<file path="src/rtl/data_memory_sync_if.sv">
// Request/response bus between the CPU load/store stage and data_memory_sync.
// The master drives the requests. The memory (slave) drives ready, the read
// response and the fill status.
interface data_memory_sync_if #(
    parameter int DATA_WIDTH = 4,
    parameter int ADDR_WIDTH = 4
);
    logic                  req_valid;
    logic                  req_ready;
    logic                  req_write;
    logic [ADDR_WIDTH-1:0] req_addr;
    logic [DATA_WIDTH-1:0] req_wdata;
    logic                  rsp_valid;
    logic [DATA_WIDTH-1:0] rsp_rdata;
    logic                  init_busy;

    modport master (
        output req_valid, req_write, req_addr, req_wdata,
        input  req_ready, rsp_valid, rsp_rdata, init_busy
    );

    modport slave (
        input  req_valid, req_write, req_addr, req_wdata,
        output req_ready, rsp_valid, rsp_rdata, init_busy
    );
endinterface

</file>
<file path="src/rtl/data_memory_sync.sv">
// Clocked single-port data memory with a valid/ready request port and a
// fixed-latency read response pipeline. After reset, the array can be
// zero-filled by a hardware sequencer.
//
// state    | meaning
// ---------+----------------------------------------------------------
// ST_CLEAR | writing 0 to clr_cnt each cycle; requests are not accepted
// ST_RUN   | normal operation, one request accepted per cycle
module data_memory_sync #(
    parameter int DATA_WIDTH   = 4,
    parameter int ADDR_WIDTH   = 4,
    parameter int READ_LATENCY = 1,
    parameter int INIT_CLEAR   = 1
) (
    input  logic              clk,
    input  logic              reset,
    data_memory_sync_if.slave bus
);
    localparam int DEPTH = 2 ** ADDR_WIDTH;

    typedef enum logic {
        ST_CLEAR = 1'b0,
        ST_RUN   = 1'b1
    } state_t;

    state_t                state;
    state_t                state_next;
    logic [ADDR_WIDTH-1:0] clr_cnt;
    logic [ADDR_WIDTH-1:0] clr_cnt_next;
    logic                  fill_we;
    logic                  ready;
    logic                  busy;
    logic                  accept;
    logic                  wr_accept;
    logic                  rd_accept;

    logic [DATA_WIDTH-1:0]   mem [DEPTH];
    logic [READ_LATENCY-1:0] pipe_vld;
    logic [DATA_WIDTH-1:0]   pipe_data [READ_LATENCY];

    // State register and fill address counter.
    always_ff @(posedge clk) begin
        if (reset) begin
            state   <= (INIT_CLEAR != 0) ? ST_CLEAR : ST_RUN;
            clr_cnt <= '0;
        end else begin
            state   <= state_next;
            clr_cnt <= clr_cnt_next;
        end
    end

    // Next state, fill strobe and handshake outputs. Ready is masked by reset
    // so a write coinciding with reset is never performed.
    always_comb begin
        state_next   = state;
        clr_cnt_next = clr_cnt;
        fill_we      = 1'b0;
        ready        = 1'b0;
        busy         = 1'b0;
        case (state)
            ST_CLEAR: begin
                busy         = 1'b1;
                fill_we      = !reset;
                clr_cnt_next = clr_cnt + ADDR_WIDTH'(1);
                if (clr_cnt == ADDR_WIDTH'(DEPTH - 1)) begin
                    state_next = ST_RUN;
                end
            end
            ST_RUN: begin
                ready = !reset;
            end
            default: begin
                state_next = ST_RUN;
            end
        endcase
    end

    assign accept    = bus.req_valid && ready;
    assign wr_accept = accept && bus.req_write;
    assign rd_accept = accept && !bus.req_write;

    // Storage array: the fill sequencer and accepted writes never coincide.
    always_ff @(posedge clk) begin
        if (fill_we) begin
            mem[clr_cnt] <= '0;
        end else if (wr_accept) begin
            mem[bus.req_addr] <= bus.req_wdata;
        end
    end

    // Read pipeline. A data stage loads only alongside a valid beat, so the
    // last stage holds the previous response while rsp_valid is low.
    always_ff @(posedge clk) begin
        if (reset) begin
            pipe_vld <= '0;
            for (int i = 0; i < READ_LATENCY; i++) begin
                pipe_data[i] <= '0;
            end
        end else begin
            pipe_vld[0] <= rd_accept;
            if (rd_accept) begin
                pipe_data[0] <= mem[bus.req_addr];
            end
            for (int i = 1; i < READ_LATENCY; i++) begin
                pipe_vld[i] <= pipe_vld[i-1];
                if (pipe_vld[i-1]) begin
                    pipe_data[i] <= pipe_data[i-1];
                end
            end
        end
    end

    assign bus.req_ready = ready;
    assign bus.init_busy = busy;
    assign bus.rsp_valid = pipe_vld[READ_LATENCY-1];
    assign bus.rsp_rdata = pipe_data[READ_LATENCY-1];
endmodule
</file>
<file path="src/flat_wrapper.sv">
// flat-port wrapper written by rule: the top's interface ports become plain ports
module data_memory_sync_flat 
#(
    parameter int DATA_WIDTH   = 4,
    parameter int ADDR_WIDTH   = 4,
    parameter int READ_LATENCY = 1,
    parameter int INIT_CLEAR   = 1
)
  (clk, reset, bus_req_valid, bus_req_write, bus_req_addr, bus_req_wdata, bus_req_ready, bus_rsp_valid, bus_rsp_rdata, bus_init_busy);
  data_memory_sync_if #(.DATA_WIDTH(DATA_WIDTH), .ADDR_WIDTH(ADDR_WIDTH)) bus_i ();
  input  logic clk;
  input  logic reset;
  input wire logic [$bits(bus_i.req_valid)-1:0] bus_req_valid;
  input wire logic [$bits(bus_i.req_write)-1:0] bus_req_write;
  input wire logic [$bits(bus_i.req_addr)-1:0] bus_req_addr;
  input wire logic [$bits(bus_i.req_wdata)-1:0] bus_req_wdata;
  output wire logic [$bits(bus_i.req_ready)-1:0] bus_req_ready;
  output wire logic [$bits(bus_i.rsp_valid)-1:0] bus_rsp_valid;
  output wire logic [$bits(bus_i.rsp_rdata)-1:0] bus_rsp_rdata;
  output wire logic [$bits(bus_i.init_busy)-1:0] bus_init_busy;
  assign bus_i.req_valid = bus_req_valid;
  assign bus_i.req_write = bus_req_write;
  assign bus_i.req_addr = bus_req_addr;
  assign bus_i.req_wdata = bus_req_wdata;
  assign bus_req_ready = bus_i.req_ready;
  assign bus_rsp_valid = bus_i.rsp_valid;
  assign bus_rsp_rdata = bus_i.rsp_rdata;
  assign bus_init_busy = bus_i.init_busy;
  data_memory_sync #(.DATA_WIDTH(DATA_WIDTH), .ADDR_WIDTH(ADDR_WIDTH), .READ_LATENCY(READ_LATENCY), .INIT_CLEAR(INIT_CLEAR)) u_core (.clk(clk), .reset(reset), .bus(bus_i));
endmodule
</file>
<file path="config.mk">
export PLATFORM = sky130hd
export DESIGN_NAME = data_memory_sync_flat
export DESIGN_NICKNAME = d
export VERILOG_FILES = /design/src/rtl/data_memory_sync_if.sv /design/src/rtl/data_memory_sync.sv /design/src/flat_wrapper.sv
export SDC_FILE = /design/constraint.sdc
export NUM_CORES = 1
export LEC_CHECK = 0
export CORE_ASPECT_RATIO = 0.75
export CORE_MARGIN = 2
export CORE_UTILIZATION = 63
export CTS_CLUSTER_SIZE = 8
export DETAILED_ROUTE_END_ITERATION = 8
export GPL_TIMING_DRIVEN = 1
export PLACE_DENSITY = 0.84
export SLEW_MARGIN = 0
export SYNTH_ARGS = -nofsm -noshare
export SYNTH_HDL_FRONTEND = slang
export SYNTH_SLANG_ARGS = --single-unit
</file>
<file path="constraint.sdc">
create_clock -name clk -period 5.71 [get_ports clk]
set_clock_uncertainty 0.15 [all_clocks]
set_input_delay 0.571 -clock clk [delete_from_list [all_inputs] [get_ports clk]]
set_output_delay 0.571 -clock clk [all_outputs]
set_load 0.1 [all_outputs]
</file>
==> impl_metrics.env <==
export IMPL_status="complete, no violations"
export IMPL_power_switching_uw=229
export IMPL_io_buffers=18
export IMPL_clock_sinks=74
export IMPL_p_int_uw=776
export IMPL_h_tree_depth=3
export IMPL_maxCapViolCount=0
export IMPL_yosysTopAreaCellShare=0.649
export IMPL_cts_path_max_buffers=2
export IMPL_slew_violations=0
export IMPL_endpoint="bus_req_ready"
export IMPL_clock_latency_ns=0.34
export IMPL_synth_top_flop_cell="edfxtp_1"
export IMPL_switching_share=0.228
export IMPL_fin_crit_ns=3.16
export IMPL_root_buffer="clkbuf_8"
export IMPL_cts_clk_slew_worst_paths_ns=0.07
export IMPL_drt_iter0_markers=209
export IMPL_die_width_um=85.6
export IMPL_synth_edf_count=68
export IMPL_hp_start="u_core.clr_cnt[3]$_SDFFE_PP0N_"
export IMPL_grt_pass1_wl_um=9130
export IMPL_ir_worst_vdd_v=0.000215
export IMPL_end_kind="output port"
export IMPL_final_cell_mix="edfxtp_1 (68), clkdlybuf4s50_1 (18), nor3_1 (16), mux2i_1 (13), clkbuf_8 (9)"
export IMPL_grt_max_degree=18
export IMPL_die_h_um=65.2
export IMPL_rsz0062_at_grt="no"
export IMPL_startpoint="reset"
export IMPL_synth_distinct_cells=36
export IMPL_fmax_mhz=316
export IMPL_track_usage=0.234
export IMPL_r2r_start="u_core.state$_SDFF_PP0_"
export IMPL_wire_per_inst_um=21.9
export IMPL_final_fill_count=312
export IMPL_n_antenna_cell=0
export IMPL_ant_nets=0
export IMPL_finalHoldViolations=0
export IMPL_cp_arrival_ns=2.44
export IMPL_antenna_found_initial=0
export IMPL_hold_path_class="reg -> reg"
export IMPL_initial_utilization=0.649
export IMPL_first_pass_iters=4
export IMPL_grt_pass1_vias=1735
export IMPL_fin_tns_setup_ns=0
export IMPL_powerDensity_nw_per_um2=287
export IMPL_p_seq_frac=0.596
export IMPL_postCtsSetupBuffers=0
export IMPL_fp_row_count=22
export IMPL_r2r_end="u_core.mem[8][0]$_DFFE_PP_"
export IMPL_slew_headroom=0.355
export IMPL_setup_viol=0
export IMPL_async_flop_share=0
export IMPL_place_congestion=0.829
export IMPL_r2r_slack_ns=3.20
export IMPL_ctsResizeCount=0
export IMPL_gr_total_overflow=0
export IMPL_cp_max_fo=12
export IMPL_drive_gt1_frac=0.148
export IMPL_nets=211
export IMPL_clockPowerShare=0.341
export IMPL_crit_required_ns=4.99
export IMPL_area_growth_pct=11.3
export IMPL_synth_area_leaders="edfxtp_1 (65%), mux4_1 (5.8%), mux4_2 (5.0%), mux2i_1 (4.1%), dfxtp_1 (3.8%)"
export IMPL_p_comb_frac=0.064
export IMPL_p_leak_uw=0.00106
export IMPL_dpl_hpwl_um=3990
export IMPL_syn_area_um2=3150
export IMPL_reg2regPathDepth=3
export IMPL_viasPerCell=6.58
export IMPL_core_um2=4840
export IMPL_postRouteWirelength_um=5750
export IMPL_syn_instance_count=178
export IMPL_dieArea_um2=5580
export IMPL_path_class="in -> out"
export IMPL_start_kind="primary input"
export IMPL_dr_total_vias=1730
export IMPL_synth_nets=191
export IMPL_ctsHoldBuffers=0
export IMPL_synth_seq_area_share=0.687
export IMPL_tritoncts="built"
export IMPL_ys_ff_latch=74
export IMPL_worst_pin_slew_ns=0.964
export IMPL_yosys_warnings=0
export IMPL_fin_util=0.723
export IMPL_boundaryPins=19
export IMPL_avgSynthCellArea_um2=17.7
export IMPL_period_share=0.554
export IMPL_drc=0
export IMPL_final_common_cell="edfxtp_1"
export IMPL_synth_top_area_cell="edfxtp_1"
export IMPL_cts_buffers=9
-- cells in the mapped netlist, types with 2 or more instances --
| master | number |
|---|---|
| dfxtp_1 | 6 |
| edfxtp_1 | 68 |
| and4b_1 | 2 |
| and2_1 | 5 |
| nor2b_1 | 4 |
| nor3_1 | 16 |
| nand2_1 | 4 |
| buf_2 | 6 |
| mux4_1 | 7 |
| o22ai_1 | 3 |
| nand4b_1 | 2 |
| mux2i_1 | 13 |
| inv_1 | 3 |
| nor2_1 | 8 |
| mux2_2 | 3 |
| xor2_1 | 2 |
| mux4_2 | 7 |
-- worst min path at each step --
stage / to / slack [ns] / cells past startpoint
floorplan: u_core.state$_SDFF_PP0_ / 0.34 / 2
global placement: u_core.state$_SDFF_PP0_ / 0.36 / 2
detailed placement: u_core.state$_SDFF_PP0_ / 0.36 / 2
CTS: u_core.state$_SDFF_PP0_ / 0.37 / 2
global route: u_core.state$_SDFF_PP0_ / 0.41 / 2
finish: u_core.state$_SDFF_PP0_ / 0.37 / 2
-- logic make-up after synthesis --
kind of cell	count (synthesis)	share of synthesized area
AOI/OAI and AO/OA	9	0.0207
xor gates and xnor gates	3	0.00835
adders and majority gates	1	0.00398
buffers and inverters	12	0.0255
DFF	74	0.687
muxes	32	0.170
and+or+nand+nor	47	0.0843
-- layout make-up --
cell class	instances	area, um^2	share of cell area
clock inverter	7	45.0	0.0129
sequential	74	2160	0.618
multi-input combinational	92	903	0.258
timing repair buffer	18	180	0.0515
clock buffer	9	124	0.0354
inverter	3	11.3	0.00322
tap	60	75.1	0.0214
-- registers in the layout, indices dropped and copies added, names as in the netlist --
| name | cells |
|---|---|
| u_core.mem | 64 |
| u_core.clr_cnt | 4 |
| u_core.pipe_data | 4 |
| u_core.bus.rsp_valid | 1 |
| u_core.state | 1 |
-- per-stage QoR --
stage	power, uW	instances	setup WS [ns]	instance area [um^2]	hold WS, ns
2_1_floorplan	656	178	2.67	3150	0.336
3_3_place_gp	671	247	2.57	3330	0.358
3_5_place_dp	675	247	2.43	3330	0.358
4_1_cts	1010	263	2.53	3500	0.369
5_1_grt	1050	263	2.48	3500	0.408
6_report	1010	263	2.55	3500	0.372
-- routing by layer --
metal	track usage	share of wire	up-vias	wire length (um)
li1	-	-	759	-
met1	0.305	0.41	871	2370
met2	0.364	0.48	92	2760
met3	0.0967	0.095	8	545
met4	0.0714	0.012	0	70
met5	0	0	-	0
-- worst max-delay path: stages --
cell and delay [ns]:
clkdlybuf4s50_1 0.58, nor2_1 0.15, clkdlybuf4s50_1 1.14
-- power by group through the flow --
stage / clock network [uW] / registers [uW] / logic [uW]
2_1_floorplan: 0 / 616 / 39.5
3_3_place_gp: 0 / 610 / 60.4
3_5_place_dp: 0 / 611 / 63.7
4_1_cts: 351 / 599 / 64.0
5_1_grt: 378 / 600 / 67.7
6_report: 343 / 599 / 64.0
Power figures use the tool's default switching activity.
==> edit 1: new RTL, same settings <==
`ADDR_WIDTH` is set to 4 in 3 places; all go to 6.
--- a/src/rtl/data_memory_sync_if.sv
+++ b/src/rtl/data_memory_sync_if.sv
@@ -4,5 +4,5 @@
 interface data_memory_sync_if #(
     parameter int DATA_WIDTH = 4,
-    parameter int ADDR_WIDTH = 4
+    parameter int ADDR_WIDTH = 6
 );
     logic                  req_valid;
--- a/src/rtl/data_memory_sync.sv
+++ b/src/rtl/data_memory_sync.sv
@@ -9,5 +9,5 @@
 module data_memory_sync #(
     parameter int DATA_WIDTH   = 4,
-    parameter int ADDR_WIDTH   = 4,
+    parameter int ADDR_WIDTH   = 6,
     parameter int READ_LATENCY = 1,
     parameter int INIT_CLEAR   = 1
--- a/src/flat_wrapper.sv
+++ b/src/flat_wrapper.sv
@@ -3,5 +3,5 @@
 #(
     parameter int DATA_WIDTH   = 4,
-    parameter int ADDR_WIDTH   = 4,
+    parameter int ADDR_WIDTH   = 6,
     parameter int READ_LATENCY = 1,
     parameter int INIT_CLEAR   = 1
Interface: changed (resized bus_req_addr); port bits go from 19 to 21. The function was not compared with the original's and may differ.
==> edit 1 against the original RTL <==
- routed wire length grew to 4.2 times the old value
- cell area grew to 3.5 times the old value
- sequential power grew to 3.6 times the old value
- power rose to 4.4 times the old value
- final cell count grew to 3.3 times the old value
- sequential cell count increased by 194
- clock power increased to 6.2 times the old value
- synthesized area grew to 3.5 times the old value
- setup slack got worse by 0.19 ns
- critical path type is now input pin to register
- largest power group unchanged
==> edit 1: results (changes against the original RTL) <==
setup_path:
  cp_top_family: "simple AND/OR/NAND/NOR gates"  # was buffers and inverters
  arrival_ns: 3.33  # was 2.44 ns
clocking:
  cts_root_buffer: "clkbuf_16"  # was clkbuf_8
  cts_max_level: 2  # was 3
  cts_inserted_buffers: 39  # was 9
global_routing:
  track_usage_pct: 27.5  # was 23.4%
  grt_pass1_wl_mm: 37.1  # was 9.13 mm
  grt_max_degree: 65  # was 18
power:
  p_sw_share_pct: 19.7  # was 22.8%
  leakagePower_nw: 4.49  # was 1.06 nW
  p_comb_mw: 0.138  # was 0.0640 mW
  powerClk_mw: 2.13  # was 0.343 mW
  switching_power_mw: 0.871  # was 0.229 mW
worst_hold_path:
  worstHoldEndpoint: "u_core.clr_cnt[0]"  # was u_core.state
  min_from: "u_core.clr_cnt[0]"  # was u_core.clr_cnt[3]
synthesis:
  synth_fp_nets: 608  # was 191
  ys_top_cells_by_count: "260 x edfxtp_1, 79 x nor2_1, 64 x mux4_2"  # was 68 x edfxtp_1, 16 x nor3_1, 13 x mux2i_1
  synth-compound-area-share_pct: 2.41  # was 2.07%
  synthTopCellsByArea: "edfxtp_1 72%, mux4_2 13%, nor2_1 2.7%"  # was edfxtp_1 65%, mux4_1 5.8%, mux4_2 5.0%
  synth_edf_count: 260  # was 68
place:
  pre_cts_slack_ns: 1.98  # was 2.43 ns
  dp.cells: 806  # was 247
  portBuffers: 20  # was 18
  gp_congestion: 0.937  # was 0.829
sta:
  holdWs_ns: 0.455  # was 0.372 ns
  final.setup.worst_slack_ns: 2.36  # was 2.55 ns
drt:
  drt-pass1-iter-count: 6  # was 4
  wl_per_cell_um: 27.8  # was 21.9 um
  drtIter0Drc: 720  # was 209
  via_per_inst: 6.86  # was 6.58
layout:
  fill_cells: 954  # was 312
  nNetsFinal: 647  # was 211
  drive_above_1_share_pct: 19.2  # was 14.8%
run_status:
  status: "completed"  # unchanged
edit 1: cell count changes in the layout (fill, tap and decap cells not counted), sizes merged, moves of 10 or more:
cell    delta
nand3     +15
clkbuf    +54
nor3      -14
o21ai     +10
mux4      +50
edfxtp   +192
buf       +12
nor2      +71
nand2     +26
edit 1: final cells by class:
| cell class | count | area (um2) | share of cell area, % |
|---|---|---|---|
| tap | 215 | 269 | 2.18 |
| clock buffer | 63 | 1110 | 8.96 |
| sequential | 268 | 7970 | 64.4 |
| multi-input combinational | 292 | 2730 | 22.1 |
| clock inverter | 1 | 30.0 | 0.243 |
| timing repair buffer | 29 | 255 | 2.06 |
| inverter | 2 | 7.51 | 0.0607 |
edit 1: routing by layer:
metal	wire length [um]	vias up	track usage, %	share of wire [%]
met5	0	-	0	0
met1	9590	3019	40.9	40
li1	-	2450	-	-
met2	11100	440	40.3	46
met4	618	0	8.66	2.6
met3	2880	63	8.06	12
==> edit 2: new RTL, same settings <==
Made on the original files. Reset style: asynchronous (`reset`), changed in 2 clocked blocks.
--- a/src/rtl/data_memory_sync.sv
+++ b/src/rtl/data_memory_sync.sv
@@ -40,5 +40,5 @@
 
     // State register and fill address counter.
-    always_ff @(posedge clk) begin
+    always_ff @(posedge clk or posedge reset) begin
         if (reset) begin
             state   <= (INIT_CLEAR != 0) ? ST_CLEAR : ST_RUN;
@@ -91,5 +91,5 @@
     // Read pipeline. A data stage loads only alongside a valid beat, so the
     // last stage holds the previous response while rsp_valid is low.
-    always_ff @(posedge clk) begin
+    always_ff @(posedge clk or posedge reset) begin
         if (reset) begin
             pipe_vld <= '0;
Function: same outputs for any inputs over 10 cycles, from zero or initial values and one cycle with reset high; that may be too few to reach the edited logic, so the function may still have changed.
==> edit 2 against the original RTL <==
- count of clock-buffer cells in the layout unchanged
- first-iteration DRC count shrank 22%
- cell area increased by 0.75%
- hold slack got worse by 0.028 ns
- synthesized area down 1.3%
- critical path type unchanged
- power is 13% higher
- die area is 1.2% lower
- sequential cell count stayed put
- setup slack better by 0.082 ns
- routed wire length grew 1.8%
==> edit 2: results (changes against the original RTL) <==
run_status:
  status: "completed"  # unchanged
synthesis:
  synth-seq-area-share_pct: 70.0  # was 68.7%
  async_flop_share_pct: 13.5  # was 0%
  synth_fp_nets: 191  # unchanged
  synthTopCellsByArea: "edfxtp_1 62%, dfrtp_1 8.1%, mux4_1 6.8%"  # was edfxtp_1 65%, mux4_1 5.8%, mux4_2 5.0%
  syn_area_per_cell_um2: 17.4  # was 17.7 um2
  synth_cell_types: 33  # was 36
  synth_edf_count: 64  # was 68
layout:
  nNetsFinal: 212  # was 211
  fill_cells: 277  # was 312
clocking:
  cts_inserted_buffers: 9  # unchanged
power:
  ir_drop_mv: 0.203  # was 0.215 mV
  leakagePower_nw: 1.39  # was 1.06 nW
drt:
  drtIter0Drc: 164  # was 209
  via_per_inst: 6.25  # was 6.58
  wl_per_cell_um: 22.2  # was 21.9 um
  num_vias: 1649  # was 1730
setup_path:
  reg2reg_from: "u_core.state"  # unchanged
  arrival_ns: 2.36  # was 2.44 ns
  cp_slowest_stage_delay_ns: 1.15
  critical_path.max_fanout: 5  # was 12
place:
  dp.cells: 248  # was 247
  gp_congestion: 0.808  # was 0.829
global_routing:
  grt_pass1_wl_mm: 9.18  # was 9.13 mm
  track_usage_pct: 23.6  # was 23.4%
  grt_max_degree: 20  # was 18
sta:
  max_slew_margin_pct: 34.9  # was 35.5%
worst_hold_path:
  min_from: "u_core.bus.rsp_rdata[2]"  # was u_core.clr_cnt[3]
[edit 2: changes by cell type after synthesis, sizes merged, moves of 3 or more]
cell / delta
a31oi: +4
dfrtp: +10
dfxtp: -6
edfxtp: -4
mux2: -3
mux2i: -6
nand2: +4
nor2: +11
nor2b: -4
nor3: -14
nor3b: +4
[edit 2: per-layer routing]
metal  routed length [um]  global-route usage, %  vias up
met4                   52                   7.54        0
met5                    0                      0        -
met3                  427                   7.01        5
met1                 2520                   33.1      835
met2                 2850                   36.5       68
li1                     -                      -      741
[edit 2: report_power, final]
group          switching, mW  internal (mW)
Clock                  0.178          0.286
Combinational         0.0573         0.0282
Sequential           0.00257          0.588
[edit 2: cell type report]
class,instances,share of cell area (%)
timing repair buffer,18,5.11
clock inverter,7,3.05
multi-input combinational,91,24.1
tap,60,2.13
inverter,5,0.532
sequential,74,61.6
clock buffer,9,3.51
[edit 2: worst max-delay path, delay by kind of cell]
kind / cells / cell delay [ns]
buffers and inverters: 2 / 1.63
AND/OR/NAND/NOR: 1 / 0.16
[edit 2: worst paths after layout]
| path | endpoint | slack [ns] | cells past startpoint |
|---|---|---|---|
| setup / recovery | bus_req_ready | 2.63 | 3 |
| hold / removal | u_core.bus.rsp_rdata[2] | 0.34 | 1 |
| setup reg to reg | u_core.mem[0][0] | 3.23 | 4 |
| hold reg to reg | u_core.bus.rsp_rdata[2] | 0.34 | 1 |
| max in group asynchronous | u_core.bus.rsp_rdata[0] | 4.65 | 2 |
| min in group asynchronous | u_core.clr_cnt[3] | 0.48 | 2 |
[edit 2: metrics by stage]
step	utilization, %	hold WS, ns	power (mW)	instance area [um2]	setup slack, ns
after floorplan	-	0.261	0.665	3100	2.34
after global placement	68.4	0.315	0.685	3300	2.59
after detailed placement	68.4	0.331	0.688	3300	2.52
after CTS	73.2	0.348	1.15	3530	2.63
after global routing	73.2	0.381	1.17	3530	2.55
final	73.2	0.345	1.14	3530	2.63
[edit 2: logic make-up after synthesis]
logic type / count (synthesis) / share of synthesized area [%]
flip-flops: 74 / 70.0
multiplexers: 25 / 15.5
AO/OA/AOI/OAI: 16 / 3.22
buffers and inverters: 13 / 2.66
adder cells (fa/ha/maj): 1 / 0.403
XOR/XNOR: 3 / 0.847
AND/OR/NAND/NOR: 46 / 7.38
